[src/rtl/weight_ram_loader.sv]
// Write-side loader for the shared BNN weight memory: accepts a valid/ready word
// stream and writes it contiguously through the CONV1..FCL2 regions.
module weight_ram_loader #(
  parameter int          DW         = 1,
  parameter logic [11:0] CONV1_LEN  = 12'd9,
  parameter logic [11:0] CONV23_LEN = 12'd1008,
  parameter logic [11:0] FCL1_LEN   = 12'd672,
  parameter logic [11:0] FCL2_LEN   = 12'd12
) (
  input  logic          iCLK,
  input  logic          iRSTn,
  input  logic          iSTART,
  input  logic          iVALID,
  input  logic [DW-1:0] iDATA,
  output logic          oREADY,
  output logic          oWE,
  output logic [11:0]   oWADDR,
  output logic [DW-1:0] oWDATA,
  output logic [2:0]    oLAYER,
  output logic          oDONE
);

  localparam logic [1:0] IDLE_ST = 2'd0;
  localparam logic [1:0] LOAD_ST = 2'd1;
  localparam logic [1:0] DONE_ST = 2'd2;

  localparam logic [2:0] L_NONE  = 3'b000;
  localparam logic [2:0] L_CONV1 = 3'b010;
  localparam logic [2:0] L_CONV2 = 3'b011;
  localparam logic [2:0] L_CONV3 = 3'b100;
  localparam logic [2:0] L_FCL1  = 3'b101;
  localparam logic [2:0] L_FCL2  = 3'b110;

  logic [1:0]  state;
  logic [11:0] wr_ptr;
  logic [2:0]  layer;
  logic [9:0]  word_cnt;
  logic [11:0] layer_len;
  logic        xfer;
  logic        last_in_layer;
  logic        last_word;

  assign oREADY = (state == LOAD_ST);
  assign oDONE  = (state == DONE_ST);
  assign xfer   = iVALID & oREADY;

  // Region bases are cumulative lengths, so layer boundaries fall out of the
  // per-layer word count rather than address compares.
  always_comb begin
    layer_len = FCL2_LEN;
    case (layer)
      L_CONV1:          layer_len = CONV1_LEN;
      L_CONV2, L_CONV3: layer_len = CONV23_LEN;
      L_FCL1:           layer_len = FCL1_LEN;
      default:          layer_len = FCL2_LEN;
    endcase
  end

  assign last_in_layer = ({2'b00, word_cnt} == (layer_len - 12'd1));
  assign last_word     = last_in_layer && (layer == L_FCL2);

  always_ff @(posedge iCLK or negedge iRSTn) begin
    if (!iRSTn) begin
      state    <= IDLE_ST;
      wr_ptr   <= 12'd0;
      layer    <= L_NONE;
      word_cnt <= 10'd0;
    end else begin
      case (state)
        IDLE_ST, DONE_ST: begin
          if (iSTART) begin
            state    <= LOAD_ST;
            wr_ptr   <= 12'd0;
            layer    <= L_CONV1;
            word_cnt <= 10'd0;
          end
        end
        LOAD_ST: begin
          if (xfer) begin
            wr_ptr <= wr_ptr + 12'd1;
            if (last_in_layer) begin
              word_cnt <= 10'd0;
              // Layer codes are consecutive, so advancing is a simple increment.
              if (last_word) state <= DONE_ST;
              else           layer <= layer + 3'd1;
            end else begin
              word_cnt <= word_cnt + 10'd1;
            end
          end
        end
        default: state <= IDLE_ST;
      endcase
    end
  end

  always_ff @(posedge iCLK or negedge iRSTn) begin
    if (!iRSTn) begin
      oWE    <= 1'b0;
      oWADDR <= 12'd0;
      oWDATA <= '0;
      oLAYER <= L_NONE;
    end else begin
      oWE <= xfer;
      if (xfer) begin
        oWADDR <= wr_ptr;
        oWDATA <= iDATA;
        oLAYER <= layer;
      end
    end
  end

endmodule

[config.mk]
export PLATFORM = sky130hd
export DESIGN_NAME = weight_ram_loader
export DESIGN_NICKNAME = d
export VERILOG_FILES = /design/src/rtl/weight_ram_loader.sv
export SDC_FILE = /design/constraint.sdc
export NUM_CORES = 1
export LEC_CHECK = 0
export CAP_MARGIN = 15
export CORE_MARGIN = 2
export CORE_UTILIZATION = 50
export CTS_CLUSTER_DIAMETER = 150
export CTS_CLUSTER_SIZE = 12
export DETAILED_ROUTE_END_ITERATION = 10
export PLACE_DENSITY = 0.71
export SYNTH_ARGS = -nofsm -noshare
export SYNTH_HDL_FRONTEND = slang
export SYNTH_SLANG_ARGS = --single-unit
export TNS_END_PERCENT = 10
[constraint.sdc]
create_clock -name iCLK -period 4.3 [get_ports iCLK]
set_input_delay 0.645 -clock iCLK [delete_from_list [all_inputs] [get_ports iCLK]]
set_output_delay 0.645 -clock iCLK [all_outputs]
set_load 0.005 [all_outputs]
# After elaboration in Yosys (flattened, before gate mapping)
# Cells that the tools add are included.
dict set report classes {
  add_sub_neg 4
  mul 0
  div_mod_pow 0
  magnitude_cmp 0
  n_eq_ne 13
  shift 0
  muxes 18
  bitwise_logic 1
  reduce_logical 8
}
# cell n
set op_table {}
lappend op_table {{10-bit 2-to-1 mux} 3}
lappend op_table {{10-bit case mux with 3 select lines} 1}
lappend op_table {{12-bit 2-to-1 mux} 2}
lappend op_table {{12-bit case mux with 2 select lines} 1}
lappend op_table {{10-bit case mux with 2 select lines} 1}
lappend op_table {{12-bit by 1-bit adder with 12-bit output, second input constant} 1}
lappend op_table {{10-bit by 12-bit == test with 1-bit output} 1}
lappend op_table {{3-bit 2-to-1 mux} 4}
lappend op_table {{12-bit by 1-bit subtractor with 12-bit output, second input constant} 1}
lappend op_table {{10-bit by 1-bit adder with 10-bit output, second input constant} 1}
lappend op_table {{3-bit == test, second input constant} 3}
lappend op_table {{2-bit 2-to-1 mux} 4}
lappend op_table {{3-bit by 2-bit == test with 1-bit output, second input constant} 2}
lappend op_table {{2-bit by 1-bit != test with 1-bit output, second input constant} 3}
lappend op_table {{3-bit case mux with 2 select lines} 1}
lappend op_table {{5-bit AND reduction} 1}
lappend op_table {{2-bit != test, second input constant} 2}
lappend op_table {{2-bit case mux with 2 select lines} 1}
lappend op_table {{4-bit AND reduction} 1}
lappend op_table {{2-bit OR reduction} 2}
lappend op_table {{3-bit by 1-bit adder with 3-bit output, second input constant} 1}
lappend op_table {{3-bit AND reduction} 1}
lappend op_table {{2-bit by 1-bit == test with 1-bit output, second input constant} 1}
lappend op_table {{2-bit == test, second input constant} 1}
lappend op_table {{other kinds (4)} 4}
dict set report totals {
  register_bits 44
  latchBits 0
  ram_bits 0
  romBits 0
  in_bits 5
  out_inout_bits 19
  wordCells 52
  memories 0
}

# Logic depth before layout (Yosys ltp)
# Gate-level depths: netlist of run 1.
dict set report depth {
  word_depth 10
  depth_mapped 13
}

# Worst setup path before layout of run 1
# OpenSTA, ideal clock, no wires.
dict set report synth_path {
  path_kind {reg2reg}
  startpoint {register layer[1]}
  endpoint {register layer[1]}
  arrival_time_ps 3040
  path_slack_ps 1139
  path_stages_with_launch 12
  path_buffers 0
  synth_period_minus_slack_ps 3161
  path_cell_list {dfrtp_1 > ha_1 > nand2b_1 > ha_1 > ha_1 > nor2b_1 > o21a_1 > or3_1 > a21oi_2 > a31oi_4 > or4_4 > o22a_1}
}
dict set report synth_between {
  elab_chain_cells 8
  elab_cells_between_ends 18
}
# item line_no
set synth_rtl {}
lappend synth_rtl {{from (decl)} 36} ;# logic [2:0] layer;
lappend synth_rtl {{from (signal assigned)} 85} ;# else layer <= layer + 3'd1;
lappend synth_rtl {{3-bit by 2-bit == test with 1-bit output or 3-bit == test (tied branches)} 51} ;# case (layer)
lappend synth_rtl {{2-bit OR reduction} 51}
lappend synth_rtl {{10-bit case mux with 3 select lines} 51}
lappend synth_rtl {{12-bit by 1-bit subtractor with 12-bit output} 59} ;# assign last_in_layer = ({2'b00, word_cnt} == (layer_len - 12'd1));
lappend synth_rtl {{10-bit by 12-bit == test with 1-bit output} 59}
lappend synth_rtl {{1-bit logical AND} 60} ;# assign last_word = last_in_layer && (layer == L_FCL2);
lappend synth_rtl {{2-bit != test (no line)} -}
lappend synth_rtl {{5-bit AND reduction (no line)} -}
# Several ways; a longest one is shown, not always the timed one. The select of a mux whose other input is x is not followed.
# A chain may end at the register's enable or synchronous reset.

# Worst setup path after layout of run 1
# Ends and elaborated chain as after synthesis.

==> impl_metrics.env, run 1 <==
export IMPL_cp_num_buf_inv=0
export IMPL_clock_skew_ns=0.006021
export IMPL_period_minus_slack_ns=3.422
export IMPL_grt_pass1_vias=1544
export IMPL_ys_ff_latch=44
export IMPL_rows=25
export IMPL_critical_path_required_ns=4.49
export IMPL_synth_edf_count=0
export IMPL_criticalPathCategory="reg -> reg"
export IMPL_cap_violations=0
export IMPL_drt_pass1_iterations=5
export IMPL_hold_slack_ns=0.4921
export IMPL_async_flop_share_pct=100.0
export IMPL_power_mw=1.604
export IMPL_seq_area_frac_synth_pct=45.88
export IMPL_nets=262
export IMPL_yosysUniqueCellTypes=48
export IMPL_fmax_ghz=0.2922
export IMPL_p_per_area_nw_per_um2=576.9
export IMPL_track_usage_pct=18.04
export IMPL_clkTransAtPathRegs_ns=0.08
export IMPL_synth_compound_area_share_pct=11.47
export IMPL_slew_limit_headroom_pct=36.22
export IMPL_syn_to_final_growth_pct=15.85
export IMPL_start_util_pct=51.49
export IMPL_boundaryPins=24
export IMPL_fin_crit_sh_pct=79.58
export IMPL_holdBufCountCts=0
export IMPL_grt_pass1_wl_um=7369
export IMPL_critical_path_arrival_ns=3.61
export IMPL_postSynthCellCount=225
export IMPL_routedWlPerCell_um=14.24
export IMPL_rsz0062_at_grt="false"
export IMPL_dp_hpwl_um=3086
export IMPL_yosys_area_share_simple_pct=18.51
export IMPL_finalHoldViolCount=0
export IMPL_htree_levels=2
export IMPL_crit_top_cell="ha_1"
export IMPL_ir_drop_mv=0.2292
export IMPL_cpPeakStageDelay_ns=0.55
export IMPL_p_leak_nw=1.278
export IMPL_antenna_found_initial=0
export IMPL_synth_flop_cell="dfrtp_1"
export IMPL_worstPathCellList="ha_1, nand2b_1, ha_1, ha_1, nor2b_1, o21a_1, or3_1, a21oi_2, a31oi_4, or4_4, o22a_1"
export IMPL_coreArea_um2=4661
export IMPL_antennaDiodeCount=0
export IMPL_slew_viol_final=0
export IMPL_p_clk_share_pct=20.5
export IMPL_die_h_um=73.28
export IMPL_stdcell_count=304
export IMPL_cts_root_buf="clkbuf_8"
export IMPL_synthAdderAreaFrac_pct=4.171
export IMPL_worstSetupStartpoint="layer[1]$_DFFE_PN0P_"
export IMPL_yosysWarnings=0
export IMPL_synth_nets=238
export IMPL_drtIter0Drc=97
export IMPL_reg2reg_from="layer[1]$_DFFE_PN0P_"
export IMPL_startpoint_type="flip-flop"
export IMPL_p_int_mw=1.019
export IMPL_route_vias_total=1643
export IMPL_setup_tns_final_ns=0
export IMPL_post_cts_buffers=0
export IMPL_postRouteAntennaNets=0
export IMPL_dp_cells=296
export IMPL_worst_path_max_delay_cell="dfrtp_1"
export IMPL_globalplace_congestion=0.7997
export IMPL_port_buffers=23
export IMPL_swShare_pct=36.49
export IMPL_drc=0
export IMPL_cts_resized_gates=0
export IMPL_layout_drive_gt1_share_pct=15.20
export IMPL_wl_um=4330
export IMPL_synth_top_family_by_area="simple AND/OR/NAND/NOR gates"
export IMPL_power_frac_seq_pct=39.1
export IMPL_status="complete, no violations"
export IMPL_dieArea_um2=5370
export IMPL_muxShareOfSynthArea_pct=7.821
export IMPL_tightest_slew_ns=0.9566
export IMPL_cts_buffers_inserted=5
export IMPL_grt_overflow=0
export IMPL_p_switching_mw=0.5852
export IMPL_cts_sinks=44
export IMPL_clockBufferDepth=2
export IMPL_p_comb_share_pct=40.3
export IMPL_critical_path_max_fanout=10
export IMPL_grt_max_degree=45
export IMPL_viasPerCell=5.405
export IMPL_cts_tree="built"
export IMPL_clock_latency_ns=0.30
export IMPL_path_delay_family="simple AND/OR/NAND/NOR gates"
export IMPL_r2r_setup_slack_ns=0.88
export IMPL_worst_hold_path_type="in -> async"
export IMPL_synth_xor_xnor_area_share_pct=8.551
export IMPL_dieWidth_um=73.28
export IMPL_end_kind="flip-flop"
export IMPL_setup_viol=0
export IMPL_synth_area_um2=2400
export IMPL_avgSynthCellArea_um2=10.67
## synth_stat cells (all sizes together) (2+ instances only)
master / count / share of area (%)
and3: 6 / 1.6
buf: 2 / 0.94
or3: 2 / 0.52
nor3: 2 / 0.42
nand2b: 6 / 1.9
mux2: 14 / 6.6
a21o: 3 / 0.99
o2111ai: 2 / 0.73
inv: 11 / 1.7
xnor2: 8 / 2.9
o21a: 2 / 0.63
nand2: 21 / 3.3
a211oi: 2 / 0.63
xor2: 12 / 4.7
nor2b: 5 / 1.9
a21oi: 4 / 0.99
nand4: 5 / 1.3
nor2: 22 / 3.8
nand3: 8 / 1.7
o21ai: 11 / 2.8
dfrtp: 44 / 46
a31oi: 2 / 1.1
clkbuf: 5 / 0.78
ha: 8 / 4.2
mux2i: 3 / 1.3
## layout by cell type, fill, tap and decap left out, types with 2 or more instances in the layout
| master | instances |
|---|---|
| nor2b_1 | 3 |
| inv_1 | 11 |
| o21a_1 | 2 |
| nor2_1 | 21 |
| o21ai_0 | 10 |
| nand2_1 | 21 |
| xnor2_1 | 8 |
| nor3_1 | 2 |
| clkbuf_8 | 6 |
| and3_1 | 6 |
| clkdlybuf4s50_1 | 22 |
| o2111ai_1 | 2 |
| or3_1 | 2 |
| nor2b_4 | 2 |
| xor2_1 | 11 |
| a21oi_1 | 3 |
| nand3_1 | 8 |
| mux2i_1 | 3 |
| mux2_2 | 14 |
| a211oi_1 | 2 |
| nand4_1 | 5 |
| dfrtp_1 | 44 |
| ha_1 | 8 |
| a21o_1 | 2 |
| nand2b_1 | 5 |
## worst paths after layout
path,end,cells after the start
setup / recovery,layer[1]$_DFFE_PN0P_,11
hold / removal,word_cnt[8]$_DFFE_PN0P_,1
setup reg to reg,layer[1]$_DFFE_PN0P_,11
hold reg to reg,oLAYER[0]$_DFFE_PN0P_,2
max in group asynchronous,word_cnt[1]$_DFFE_PN0P_,1
min in group iCLK,oLAYER[0]$_DFFE_PN0P_,2
## state kept, by name (all words and copies together) (netlist names)
name	flops
layer	3
word_cnt	10
oLAYER	3
wr_ptr	12
oWE	1
oWDATA	1
state	2
oWADDR	12
## cell type report
cell class | instances | area, µm²
flip-flops and latches | 44 | 1101
well taps | 54 | 67.56
fillers | 402 | 1881
repair buffers | 24 | 232.7
clock inverters | 2 | 38.79
clock buffers | 6 | 82.58
inverters | 12 | 45.04
multi-input cells | 162 | 1212
## layer usage
layer  wire, µm  part of all wire [%]  vias up  GRT usage (%)
li1           -                     -      829              -
met1       2225                    51      775          26.40
met2       1893                    44       33          26.03
met3        137                   3.2        6          4.115
met4         72                   1.7        0          6.790
met5          0                     0        -              0
## cells by family after synthesis
kind of cell    count (synthesis)
simple gates                   81
flops                          44
compound gates                 35
xor+xnor                       21
buf+inv                        19
mux                            17
fa+ha+maj                       8
## through the flow
| stage | setup slack, ns | utilization, % | area (µm²) |
|---|---|---|---|
| finish | 0.8781 | 59.65 | 2780 |
| global route | 0.6511 | 59.65 | 2780 |
| CTS | 0.8548 | 59.65 | 2780 |
| detailed placement | 0.8665 | 57.05 | 2659 |
| global placement | 0.9517 | 57.05 | 2659 |
| floorplan | 1.139 | - | 2400 |
## power groups by stage
stage                     Clock, mW  Combinational (mW)  Sequential, mW
after floorplan                   0               0.488           0.602
after global placement            0               0.642           0.631
after detailed placement          0               0.644           0.635
after CTS                     0.341               0.650           0.627
after global routing          0.357               0.722           0.646
final                         0.329               0.647           0.628
(Power assumes the default switching activity.)
==> run 2: changes to the inputs <==
clock period = 3.4 ns   (was 4.3 ns; I/O delays follow)
==> impl_metrics.env, run 2 (same netlist as run 1, synthesis figures left out) <==
export IMPL_biggestRegsByFlops="oWADDR (12), wr_ptr (12), word_cnt (10)"
export IMPL_cts_sinks=44
export IMPL_critical_path_max_fanout=7
export IMPL_htree_levels=2
export IMPL_criticalPathCategory="reg -> reg"
export IMPL_power_mw=2.072
export IMPL_slew_viol_final=0
export IMPL_slew_limit_headroom_pct=36.81
export IMPL_fin_util_pct=60.62
export IMPL_hold_slack_ns=0.3407
export IMPL_p_clk_share_pct=19.8
export IMPL_preCtsSetupSlack_ns=0.1140
export IMPL_power_frac_seq_pct=37.9
export IMPL_fin_crit_sh_pct=94.72
export IMPL_worst_hold_path_type="in -> async"
export IMPL_globalplace_congestion=0.8953
export IMPL_setup_viol=0
export IMPL_boundaryPins=24
export IMPL_setup_tns_final_ns=0
export IMPL_drc=0
export IMPL_die_h_um=73.28
export IMPL_multi_input_area_um2=1232
export IMPL_tightest_slew_ns=0.9478
export IMPL_critical_path_arrival_ns=3.42
export IMPL_grt_pass1_vias=1668
export IMPL_viasPerCell=5.536
export IMPL_r2r_setup_slack_ns=0.18
export IMPL_rsz0062_at_grt="false"
export IMPL_cts_buffers_inserted=5
export IMPL_fmax_ghz=0.3105
export IMPL_dp_hpwl_um=3278
export IMPL_start_util_pct=51.49
export IMPL_wl_um=4566
export IMPL_syn_to_final_growth_pct=17.73
export IMPL_p_int_mw=1.304
export IMPL_rows=25
export IMPL_end_kind="flip-flop"
export IMPL_stdcell_count=308
export IMPL_dp_cells=300
export IMPL_reg2reg_from="layer[0]$_DFFE_PN0P_"
export IMPL_p_switching_mw=0.7685
export IMPL_port_buffers=23
export IMPL_fin_ws_ns=0.1794
export IMPL_worstReg2RegEnd="layer[1]$_DFFE_PN0P_"
export IMPL_grt_overflow=0
export IMPL_clockBufferDepth=2
export IMPL_critical_path_required_ns=3.60
export IMPL_rr_worst_depth=12
export IMPL_nets=266
export IMPL_layout_drive_gt1_share_pct=18.11
export IMPL_coreArea_um2=4661
export IMPL_p_comb_share_pct=42.3
export IMPL_drtIter0Drc=111
export IMPL_p_per_area_nw_per_um2=733.5
export IMPL_startpoint_type="flip-flop"
export IMPL_cap_violations=0
export IMPL_holdBufCountCts=0
export IMPL_clock_latency_ns=0.30
export IMPL_track_usage_pct=19.37
export IMPL_grt_max_degree=45
export IMPL_antennaDiodeCount=0
export IMPL_register_area_um2=1101
export IMPL_drt_pass1_iterations=4
export IMPL_cts_root_buf="clkbuf_8"
export IMPL_clkTransAtPathRegs_ns=0.08
export IMPL_status="complete, no violations"
export IMPL_place_area_um2=2689
export IMPL_ir_drop_mv=0.3283
export IMPL_routedWlPerCell_um=14.82
export IMPL_cts_tree="built"
export IMPL_dieArea_um2=5370
export IMPL_grt_pass1_wl_um=7879
export IMPL_route_vias_total=1705
export IMPL_layout_common_cells="dfrtp_1, clkdlybuf4s50_1, nand2_1, nor2_1, mux2_2"
export IMPL_fillers=406
export IMPL_layout_commonest_cell="dfrtp_1"
export IMPL_p_leak_nw=1.293
export IMPL_clock_skew_ns=0.002660
export IMPL_dieWidth_um=73.28
export IMPL_antenna_found_initial=0
export IMPL_postRouteAntennaNets=0
export IMPL_finalHoldViolCount=0
export IMPL_period_minus_slack_ns=3.221
export IMPL_finish_instance_area_um2=2825
export IMPL_swShare_pct=37.08
## run 2: changes by cell type in the layout (fill, tap and decap cells not counted), sizes merged
cell    before  now
buf          2    6
clkbuf       6    5
clkinv       2    3
## run 2: how the worst max path moves through the flow
stage / slack, ns / end / startpoint / cells after the start
6_report: 0.18 / layer[1]$_DFFE_PN0P_ / layer[0]$_DFFE_PN0P_ / 12
5_1_grt: 0.002 / layer[2]$_DFFE_PN0P_ / layer[1]$_DFFE_PN0P_ / 13
4_1_cts: 0.1 / layer[1]$_DFFE_PN0P_ / layer[0]$_DFFE_PN0P_ / 12
3_5_place_dp: 0.11 / layer[1]$_DFFE_PN0P_ / layer[0]$_DFFE_PN0P_ / 12
3_3_place_gp: 0.22 / layer[1]$_DFFE_PN0P_ / layer[0]$_DFFE_PN0P_ / 12
2_1_floorplan: 0.24 / layer[1]$_DFFE_PN0P_ / layer[1]$_DFFE_PN0P_ / 11
## run 2: routing by layer
layer  track usage (%)  share of wire, %
met4             8.025               1.8
met1             26.70                48
met2             29.03                46
met3             4.938               3.5
met5                 0                 0
## run 2: worst max-delay path: stages, from the launching register on
cell	delay, ns
dfrtp_1	0.44
inv_1	0.12
ha_2	0.22
nand2b_1	0.17
ha_4	0.24
ha_1	0.25
nor2b_2	0.18
a22oi_2	0.16
xor2_2	0.20
mux2_2	0.38
nor4b_4	0.40
a211oi_1	0.17
o22a_1	0.19
## run 2: what timing repair did
item,in CTS,in global routing
setup buffers,0,0
endpoints found under the setup margin,0,10
gates resized for setup,0,5
## run 2: area by class of cell
type,count,area share (%)
Timing Repair Buffer,28,9.300
Multi-Input combinational cell,162,43.62
Sequential cell,44,38.97
Tap cell,54,2.391
Clock inverter,3,1.683
Inverter,12,1.594
Clock buffer,5,2.436
## run 2: power groups by stage
stage	logic, mW	clock network (mW)	registers (mW)
after floorplan	0.617	0	0.761
after global placement	0.836	0	0.788
after detailed placement	0.858	0	0.794
after CTS	0.862	0.426	0.785
after global routing	0.982	0.444	0.808
final	0.876	0.410	0.786
==> run 3: changes to the inputs <==
PLACE_DENSITY = default   (was 0.71)
PLACE_DENSITY_LB_ADDON = 0.08   (was default)
RECOVER_POWER = 50   (was default)
==> impl_metrics.env, run 3 (same netlist as run 1, synthesis figures left out) <==
export IMPL_postRouteAntennaNets=0
export IMPL_cp_num_buf_inv=1
export IMPL_grt_max_degree=45
export IMPL_grt_pass1_vias=1669
export IMPL_ir_drop_mv=0.3621
export IMPL_status="finished with violations"
export IMPL_clockBufferDepth=2
export IMPL_drt_pass1_iterations=4
export IMPL_port_buffers=23
export IMPL_dieWidth_um=73.28
export IMPL_start_util_pct=51.49
export IMPL_drc=0
export IMPL_clock_latency_ns=0.30
export IMPL_wl_um=4358
export IMPL_fin_util_pct=59.79
export IMPL_period_minus_slack_ns=3.167
export IMPL_die_h_um=73.28
export IMPL_preCtsSetupSlack_ns=0.2311
export IMPL_layout_common_cells="dfrtp_1, nand2_1, nor2_1, mux2_2, clkdlybuf4s50_1"
export IMPL_cts_root_buf="clkbuf_8"
export IMPL_route_vias_total=1649
export IMPL_r2r_setup_slack_ns=0.23
export IMPL_setup_tns_final_ns=0
export IMPL_critical_path_required_ns=3.59
export IMPL_criticalPathCategory="reg -> reg"
export IMPL_cpPeakStageDelay_ns=0.45
export IMPL_viasPerCell=5.371
export IMPL_finish_instance_area_um2=2786
export IMPL_nets=266
export IMPL_holdBufCountCts=0
export IMPL_power_mw=1.970
export IMPL_tightest_slew_ns=2.355
export IMPL_path_delay_family="simple AND/OR/NAND/NOR gates"
export IMPL_crit_top_cell="ha_1"
export IMPL_critical_path_arrival_ns=3.36
export IMPL_fmax_ghz=0.3158
export IMPL_layout_commonest_cell="dfrtp_1"
export IMPL_setup_viol=0
export IMPL_dp_hpwl_um=3075
export IMPL_clkTransAtPathRegs_ns=0.08
export IMPL_worstPathCellList="inv_1, ha_1, nand2b_1, ha_1, ha_1, nor2b_1, o21a_1, or3_1, a21oi_2, a31oi_4, or4_4, o22a_1"
export IMPL_routedWlPerCell_um=14.20
export IMPL_boundaryPins=24
export IMPL_coreArea_um2=4661
export IMPL_fin_ws_ns=0.2334
export IMPL_htree_levels=2
export IMPL_clock_skew_ns=0.008589
export IMPL_hold_slack_ns=0.4895
export IMPL_cts_sinks=44
export IMPL_p_leak_nw=1.300
export IMPL_finalHoldViolCount=0
export IMPL_slew_limit_headroom_pct=-56.97
export IMPL_syn_to_final_growth_pct=16.11
export IMPL_place_area_um2=2689
export IMPL_rows=25
export IMPL_track_usage_pct=18.96
export IMPL_worst_path_max_delay_cell="or4_4"
export IMPL_critical_path_max_fanout=6
export IMPL_slew_viol_final=45
export IMPL_cts_buffers_inserted=5
export IMPL_grt_pass1_wl_um=7721
export IMPL_worst_hold_path_type="reg -> reg"
export IMPL_fin_crit_sh_pct=93.14
export IMPL_end_kind="flip-flop"
export IMPL_startpoint_type="flip-flop"
export IMPL_p_per_area_nw_per_um2=707.0
export IMPL_dp_cells=300
export IMPL_layout_drive_gt1_share_pct=16.21
export IMPL_biggestRegsByFlops="oWADDR (12), wr_ptr (12), word_cnt (10)"
export IMPL_violations="max-capacitance violations, max-slew violations"
export IMPL_antenna_found_initial=0
export IMPL_stdcell_count=307
export IMPL_cap_violations=1
export IMPL_globalplace_congestion=0.8347
export IMPL_grt_overflow=0
export IMPL_drtIter0Drc=60
export IMPL_post_cts_buffers=0
export IMPL_rsz0062_at_grt="false"
export IMPL_dieArea_um2=5370
export IMPL_cts_tree="built"
export IMPL_antennaDiodeCount=0
## run 3: cell count changes in the layout (fill, tap and decap cells not counted), sizes merged
| cell | previous run | this run |
|---|---|---|
| clkinv | 3 | 1 |
| clkbuf | 5 | 8 |
| dlygate4sd3 | 0 | 9 |
| buf | 6 | 5 |
| clkdlybuf4s50 | 22 | 13 |
| bufinv | 1 | 0 |
## run 3: per-layer routing
metal	part of all wire (%)	GRT usage, %	wire length, µm	vias to the layer above
li1	-	-	-	832
met1	48	26.16	2088	785
met2	47	28.53	2051	23
met3	2.9	4.664	125	9
met4	2.1	8.025	93	0
met5	0	0	0	-
## run 3: where the power goes
group          internal (mW)  total [mW]  switching, mW
logic                  0.414       0.841          0.427
registers              0.647       0.781          0.134
clock network          0.181       0.348          0.167
## run 3: what timing repair did
action	in CTS	in global routing
hold endpoints to repair	0	0
resized for setup	0	1
setup endpoints to repair	0	1
## run 3: worst paths after layout
| kind | startpoint | to | depth (start not counted) |
|---|---|---|---|
| setup / recovery | layer[0]$_DFFE_PN0P_ | layer[1]$_DFFE_PN0P_ | 12 |
| hold / removal | oLAYER[1]$_DFFE_PN0P_ | oLAYER[1]$_DFFE_PN0P_ | 2 |
| setup reg to reg | layer[0]$_DFFE_PN0P_ | layer[1]$_DFFE_PN0P_ | 12 |
| hold reg to reg | oLAYER[1]$_DFFE_PN0P_ | oLAYER[1]$_DFFE_PN0P_ | 2 |
| max in group asynchronous | iRSTn | oWADDR[4]$_DFFE_PN0P_ | 1 |
| min in group asynchronous | iRSTn | word_cnt[8]$_DFFE_PN0P_ | 1 |
## run 3: final cells by class
type                            count  area (µm²)
Multi-Input combinational cell    162        1215
Sequential cell                    44        1101
Inverter                           12       45.04
Clock buffer                        7       96.34
Timing Repair Buffer               28       261.5
Fill cell                         413        1874
Tap cell                           54       67.56
## run 3: worst min-delay path, delay by kind of cell, from the launching register on
| kind | cells | cell delay (ns) |
|---|---|---|
| compound gates | 1 | 0.06 |
| flops | 1 | 0.35 |
| simple gates | 1 | 0.04 |
==> patch 1: new RTL, flow settings as in run 3 <==
Reset style: synchronous (`iRSTn`), changed in 2 clocked blocks.
--- a/src/rtl/weight_ram_loader.sv
+++ b/src/rtl/weight_ram_loader.sv
@@ -59,7 +59,7 @@
   assign last_in_layer = ({2'b00, word_cnt} == (layer_len - 12'd1));
   assign last_word     = last_in_layer && (layer == L_FCL2);
 
-  always_ff @(posedge iCLK or negedge iRSTn) begin
+  always_ff @(posedge iCLK) begin
     if (!iRSTn) begin
       state    <= IDLE_ST;
       wr_ptr   <= 12'd0;
@@ -93,7 +93,7 @@
     end
   end
 
-  always_ff @(posedge iCLK or negedge iRSTn) begin
+  always_ff @(posedge iCLK) begin
     if (!iRSTn) begin
       oWE    <= 1'b0;
       oWADDR <= 12'd0;
Behaviour: differs if iRSTn is asserted again (counterexample within 4 cycles, from zero or initial values and one cycle with iRSTn low); with iRSTn held inactive, the same outputs for 10 cycles.
==> patch 1 against run 3 <==
Non-clock buffer count decreased by 1; first-iteration DRC count increased by 40%; hold slack worse by 0.030 ns; via count is 5.2% higher; final area decreased by 9.9%; worst setup slack improved by 0.17 ns; critical endpoint is now layer[1]; area after synthesis down 11%; wire length is 3.3% lower; sequential cell count unchanged.
Power is not compared: it rests on default switching activity, and its combinational part moved more than twofold at a synthesized area within 25%.
==> patch 1: results (changes against run 3) <==
Worst setup path
  • R2R cell count: 12 (unchanged)
  • CP max FO: 6 (unchanged)
  • Reg2reg end: layer[1]
  • RR Startpoint: layer[0]
  • Worst Path Arrival: 3.19 ns (-0.17 ns)
  • R2R Setup Slk: 0.40 ns (+0.17 ns)

Clock tree
  • H-tree depth: 2 (unchanged)
  • CTS root buf: clkbuf_8
  • CTS Hold Bufs: 0 (unchanged)
  • Setup Buffers After CTS: 0 (unchanged)

Final layout
  • Nets@finish: 285 (+7.1%)
  • Share of layout cells above drive strength 1: 0.08394 (-0.07811)
  • Ant. Diodes: 0 (unchanged)

STA
  • Final slew viol count: 0 (-100%)
  • Worst hold slack: 0.4591 ns (-0.03039 ns)
  • Period utilization: 0.8825 (-0.04884)
  • Clk_skew: 0.008503 ns (-0.00008624 ns)
  • Slew @ Worst Pin: 0.6239 ns (-1.731 ns)

Outcome
  • Status: finished, final reports clean

Placed design
  • Post-DP HPWL: 2971 um (-3.4%)
  • Port-buffer cells: 23 (unchanged)
  • Placed cell count: 316 (+5.3%)
  • Pre-CTS setup slack: 0.4069 ns (+0.1758 ns)
  • GP Congestion: 0.7926 (-5.0%)
  • Post-DP Area: 2411 sq um (-10%)

Detailed routing
  • DR iter-0 viols: 84 (+40%)
  • Total vias in the final route: 1,735 (+5.2%)
  • Vias per inst: 5.355 (-0.31%)
  • Routed WL: 4215 um (-3.3%)
  • DR pass1 iterations: 4 (unchanged)

Global route
  • First-pass GRT wire length: 7534 um (-2.4%)
  • Total GRT Usage: 0.1919 (+0.002372)
  • Pin count of the biggest net entering global routing: 32 (-29%)

Power and ir drop
  • Leakage: 0.9473 nW

Synthesis
  • Syn nets: 260 (+9.2%)
  • Distinct cell type count after synthesis: 47 (-2.1%)
  • Synth top area cells: dfxtp_1 (41%), nand2_1 (7.7%), a21boi_0 (6.0%), xor2_1 (4.9%), ha_1 (4.1%)
  • Post-synth top cells: dfxtp_1 (44), nand2_1 (44), nor2_1 (22)
  • Synth Instances: 248 (+10%)
  • Top_reg_cell synth: dfxtp_1
  • Synth async-reset ratio: 0 (-1.000)
  • Register area share after synthesis: 0.4131 (-0.04567)
  • Yosys Warn Count: 0 (unchanged)

Hold path
  • Hold Path Depth: 2 (unchanged)
  • Hold Startpoint: oWDATA
  • Hold Path End: oWDATA

Floorplanning
  • Initial core utilization: 0.5254 (+0.01054)
==> patch 1: area by class of cell <==
type	count	area, sq um
clock buffers	6	72.57
clock inverters	2	35.03
fillers	365	1546
inverters	6	22.52
multi-input cells	189	1185
flip-flops and latches	44	880.8
well taps	50	62.56
repair buffers	27	252.7
==> patch 1: per-layer routing <==
layer / vias to the layer above / track usage / routed length [um]
li1: 900 / - / -
met1: 812 / 0.2448 / 2098
met2: 17 / 0.3173 / 1960
met3: 6 / 0.04360 / 92
met4: 0 / 0.06972 / 63
met5: - / 0 / 0
==> patch 1: worst max-delay path, cell delays in order, from the launching register on <==
cell,delay [ns]
dfxtp_1,0.43
inv_1,0.11
ha_1,0.27
nor3b_1,0.26
or2_4,0.18
and2b_2,0.21
ha_1,0.29
xor2_1,0.18
nand3_1,0.15
o31ai_4,0.25
nand3_2,0.18
o31a_1,0.28
o21a_1,0.10
==> patch 1: how the worst max path moves through the flow <==
stage	from	end	slack [ns]	cells past startpoint
CTS	layer[0]	word_cnt[7]	0.40	12
floorplan	layer[0]	layer[1]	0.67	12
global route	layer[0]	word_cnt[8]	0.11	12
finish	layer[0]	layer[1]	0.40	12
detailed placement	layer[0]	word_cnt[7]	0.41	12
global placement	layer[0]	word_cnt[9]	0.51	12
==> patch 1: logic make-up after synthesis <==
family / synth area share
AND/OR/NAND/NOR: 0.2811
flip-flops: 0.4131
AO/OA/AOI/OAI: 0.1508
XOR/XNOR: 0.07805
buffers and inverters: 0.03110
adder cells (fa/ha/maj): 0.04108
multiplexers: 0.004695
==> patch 1: power groups by stage <==
stage / sequential (mW) / clock (mW) / combinational [mW]
after floorplan: 0.537 / 0 / 0.0453
after global placement: 0.538 / 0 / 0.0722
after detailed placement: 0.538 / 0 / 0.0721
after CTS: 0.526 / 0.400 / 0.0725
after global routing: 0.527 / 0.423 / 0.0782
final: 0.526 / 0.390 / 0.0692
==> patch 2: new RTL, config.mk and constraints of run 3 <==
Without the edit above. Change the parameter `FCL1_LEN` from 12'd672 to 12'd512.
--- a/src/rtl/weight_ram_loader.sv
+++ b/src/rtl/weight_ram_loader.sv
@@ -4,7 +4,7 @@
   parameter int          DW         = 1,
   parameter logic [11:0] CONV1_LEN  = 12'd9,
   parameter logic [11:0] CONV23_LEN = 12'd1008,
-  parameter logic [11:0] FCL1_LEN   = 12'd672,
+  parameter logic [11:0] FCL1_LEN   = 12'd512,
   parameter logic [11:0] FCL2_LEN   = 12'd12
 ) (
   input  logic          iCLK,
Function: same outputs for any inputs over 10 cycles, from zero or initial values and one cycle with iRSTn low; that may be too few to reach the edited logic, so the function may still have changed.
==> patch 2 against run 3 <==
Area after synthesis shrank 7.9%; maximum frequency grew 7.9%; sequential share of layout area grew 3.1 points; final area shrank 7.2%; highest routed layer unchanged; worst setup slack gained 0.23 ns; sequential cell count is the same; critical path depth shrank 2; wire length grew 4.4%; synthesized cell count grew 6.7%; the run still ends with capacitance limit, slew limit left.
Power is not compared: it rests on default switching activity, and its combinational part moved more than twofold at a synthesized area within 25%.
==> patch 2: results (changes against run 3) <==
Hold path
  • Hold Path End: oWADDR[1]
  • Hold Startpoint: oWADDR[1]

Global route
  • Total GRT Usage: 0.1974 (+0.007809)
  • Vias in the first global route: 1,633 (-2.2%)
  • First-pass GRT wire length: 7755 um (+0.44%)
  • Pin count of the biggest net entering global routing: 45 (unchanged)

STA
  • Worst hold slack: 0.4702 ns (-0.01926 ns)
  • Slew headroom: -0.5578 (+0.01186)
  • Clk_skew: 0.006363 ns (-0.002226 ns)
  • Final worst setup slack: 0.4659 ns (+0.2325 ns)
  • Final slew viol count: 45 (unchanged)

Worst setup path
  • Slowest cell on crit path: nor4_4
  • R2R Setup Slk: 0.47 ns (+0.23 ns)
  • CP max FO: 11 (+5)
  • Worst Path Arrival: 3.10 ns (-0.26 ns)
  • Reg2reg end: layer[2]
  • R2R cell count: 10 (-2)
  • Crit Path Category: reg2reg
  • Slowest cell delay on critical path: 0.54 ns (+0.09 ns)

Synthesis
  • Top_reg_cell synth: dfrtp_1
  • Synth top area cells: dfrtp_1 (50%), nand2_1 (9.5%), ha_1 (4.0%), xnor2_1 (4.0%), nor2_1 (3.6%)
  • Syn avg cell area: 9.212 sq um (-14%)
  • Syn nets: 252 (+5.9%)
  • Register area share after synthesis: 0.4980 (+0.03921)
  • Distinct cell type count after synthesis: 42 (-13%)
  • Post-synth top cells: nand2_1 (56), dfrtp_1 (44), nor2_1 (21)

Final layout
  • Seq Cell Count: 44 (unchanged)
  • Non-clk buf share: 0.09971 (+0.005861)
  • Invs w/o clock: 10 (-2)
  • Multi-input gates: 178 (+9.9%)
  • Sequential share of cell area: 0.4259 (+0.03079)
  • Share of layout cells above drive strength 1: 0.06343 (-0.09862)
  • Multi-input gate area: 1026 sq um (-16%)
  • Clock-cell share: 0.03775 (+0.003178)
  • Register area: 1101 sq um (unchanged)
  • Nets@finish: 279 (+4.9%)
  • Final-layout clock buffer total: 6 (-1)

Clock tree
  • CTS Hold Bufs: 0 (unchanged)

Detailed routing
  • DR iter-0 viols: 138 (+130%)
  • Vias per inst: 5.369 (about the same)
  • WL per Instance: 14.22 um (+0.16%)
  • Routed WL: 4550 um (+4.4%)

Placed design
  • Placed cell count: 312 (+4.0%)
  • Post-DP Area: 2492 sq um (-7.3%)
  • Post-DP HPWL: 3063 um (-0.41%)
  • Pre-CTS setup slack: 0.5044 ns (+0.2733 ns)
  • GP Congestion: 0.9565 (+15%)

Flow run
  • Max_cap viols: 1 (unchanged)

Floorplanning
  • Die area: 4970 sq um (-7.5%)

Outcome
  • Status: complete, but fails checks
  • Failing checks: capacitance limit, slew limit
==> patch 2: power groups by stage <==
stage | Sequential, mW | Combinational, mW | Clock, mW
CTS | 0.728 | 0.320 | 0.359
global placement | 0.733 | 0.313 | 0
finish | 0.727 | 0.309 | 0.352
floorplan | 0.707 | 0.220 | 0
detailed placement | 0.736 | 0.317 | 0
global route | 0.745 | 0.349 | 0.378
==> patch 2: routing by layer <==
layer | vias to the layer above | global-route usage | wire length (um)
li1 | 865 | - | -
met1 | 802 | 0.2832 | 2307
met5 | - | 0 | 0
met4 | 0 | 0.08120 | 98
met2 | 41 | 0.2935 | 1971
met3 | 10 | 0.03752 | 172
==> patch 2: logic make-up after synthesis <==
family	share of synthesized area
muxes	0.005093
xor gates and xnor gates	0.06338
and+or+nand+nor	0.2581
AOI/OAI and AO/OA	0.09791
DFF	0.4980
adders and majority gates	0.03961
buffers and inverters	0.03791
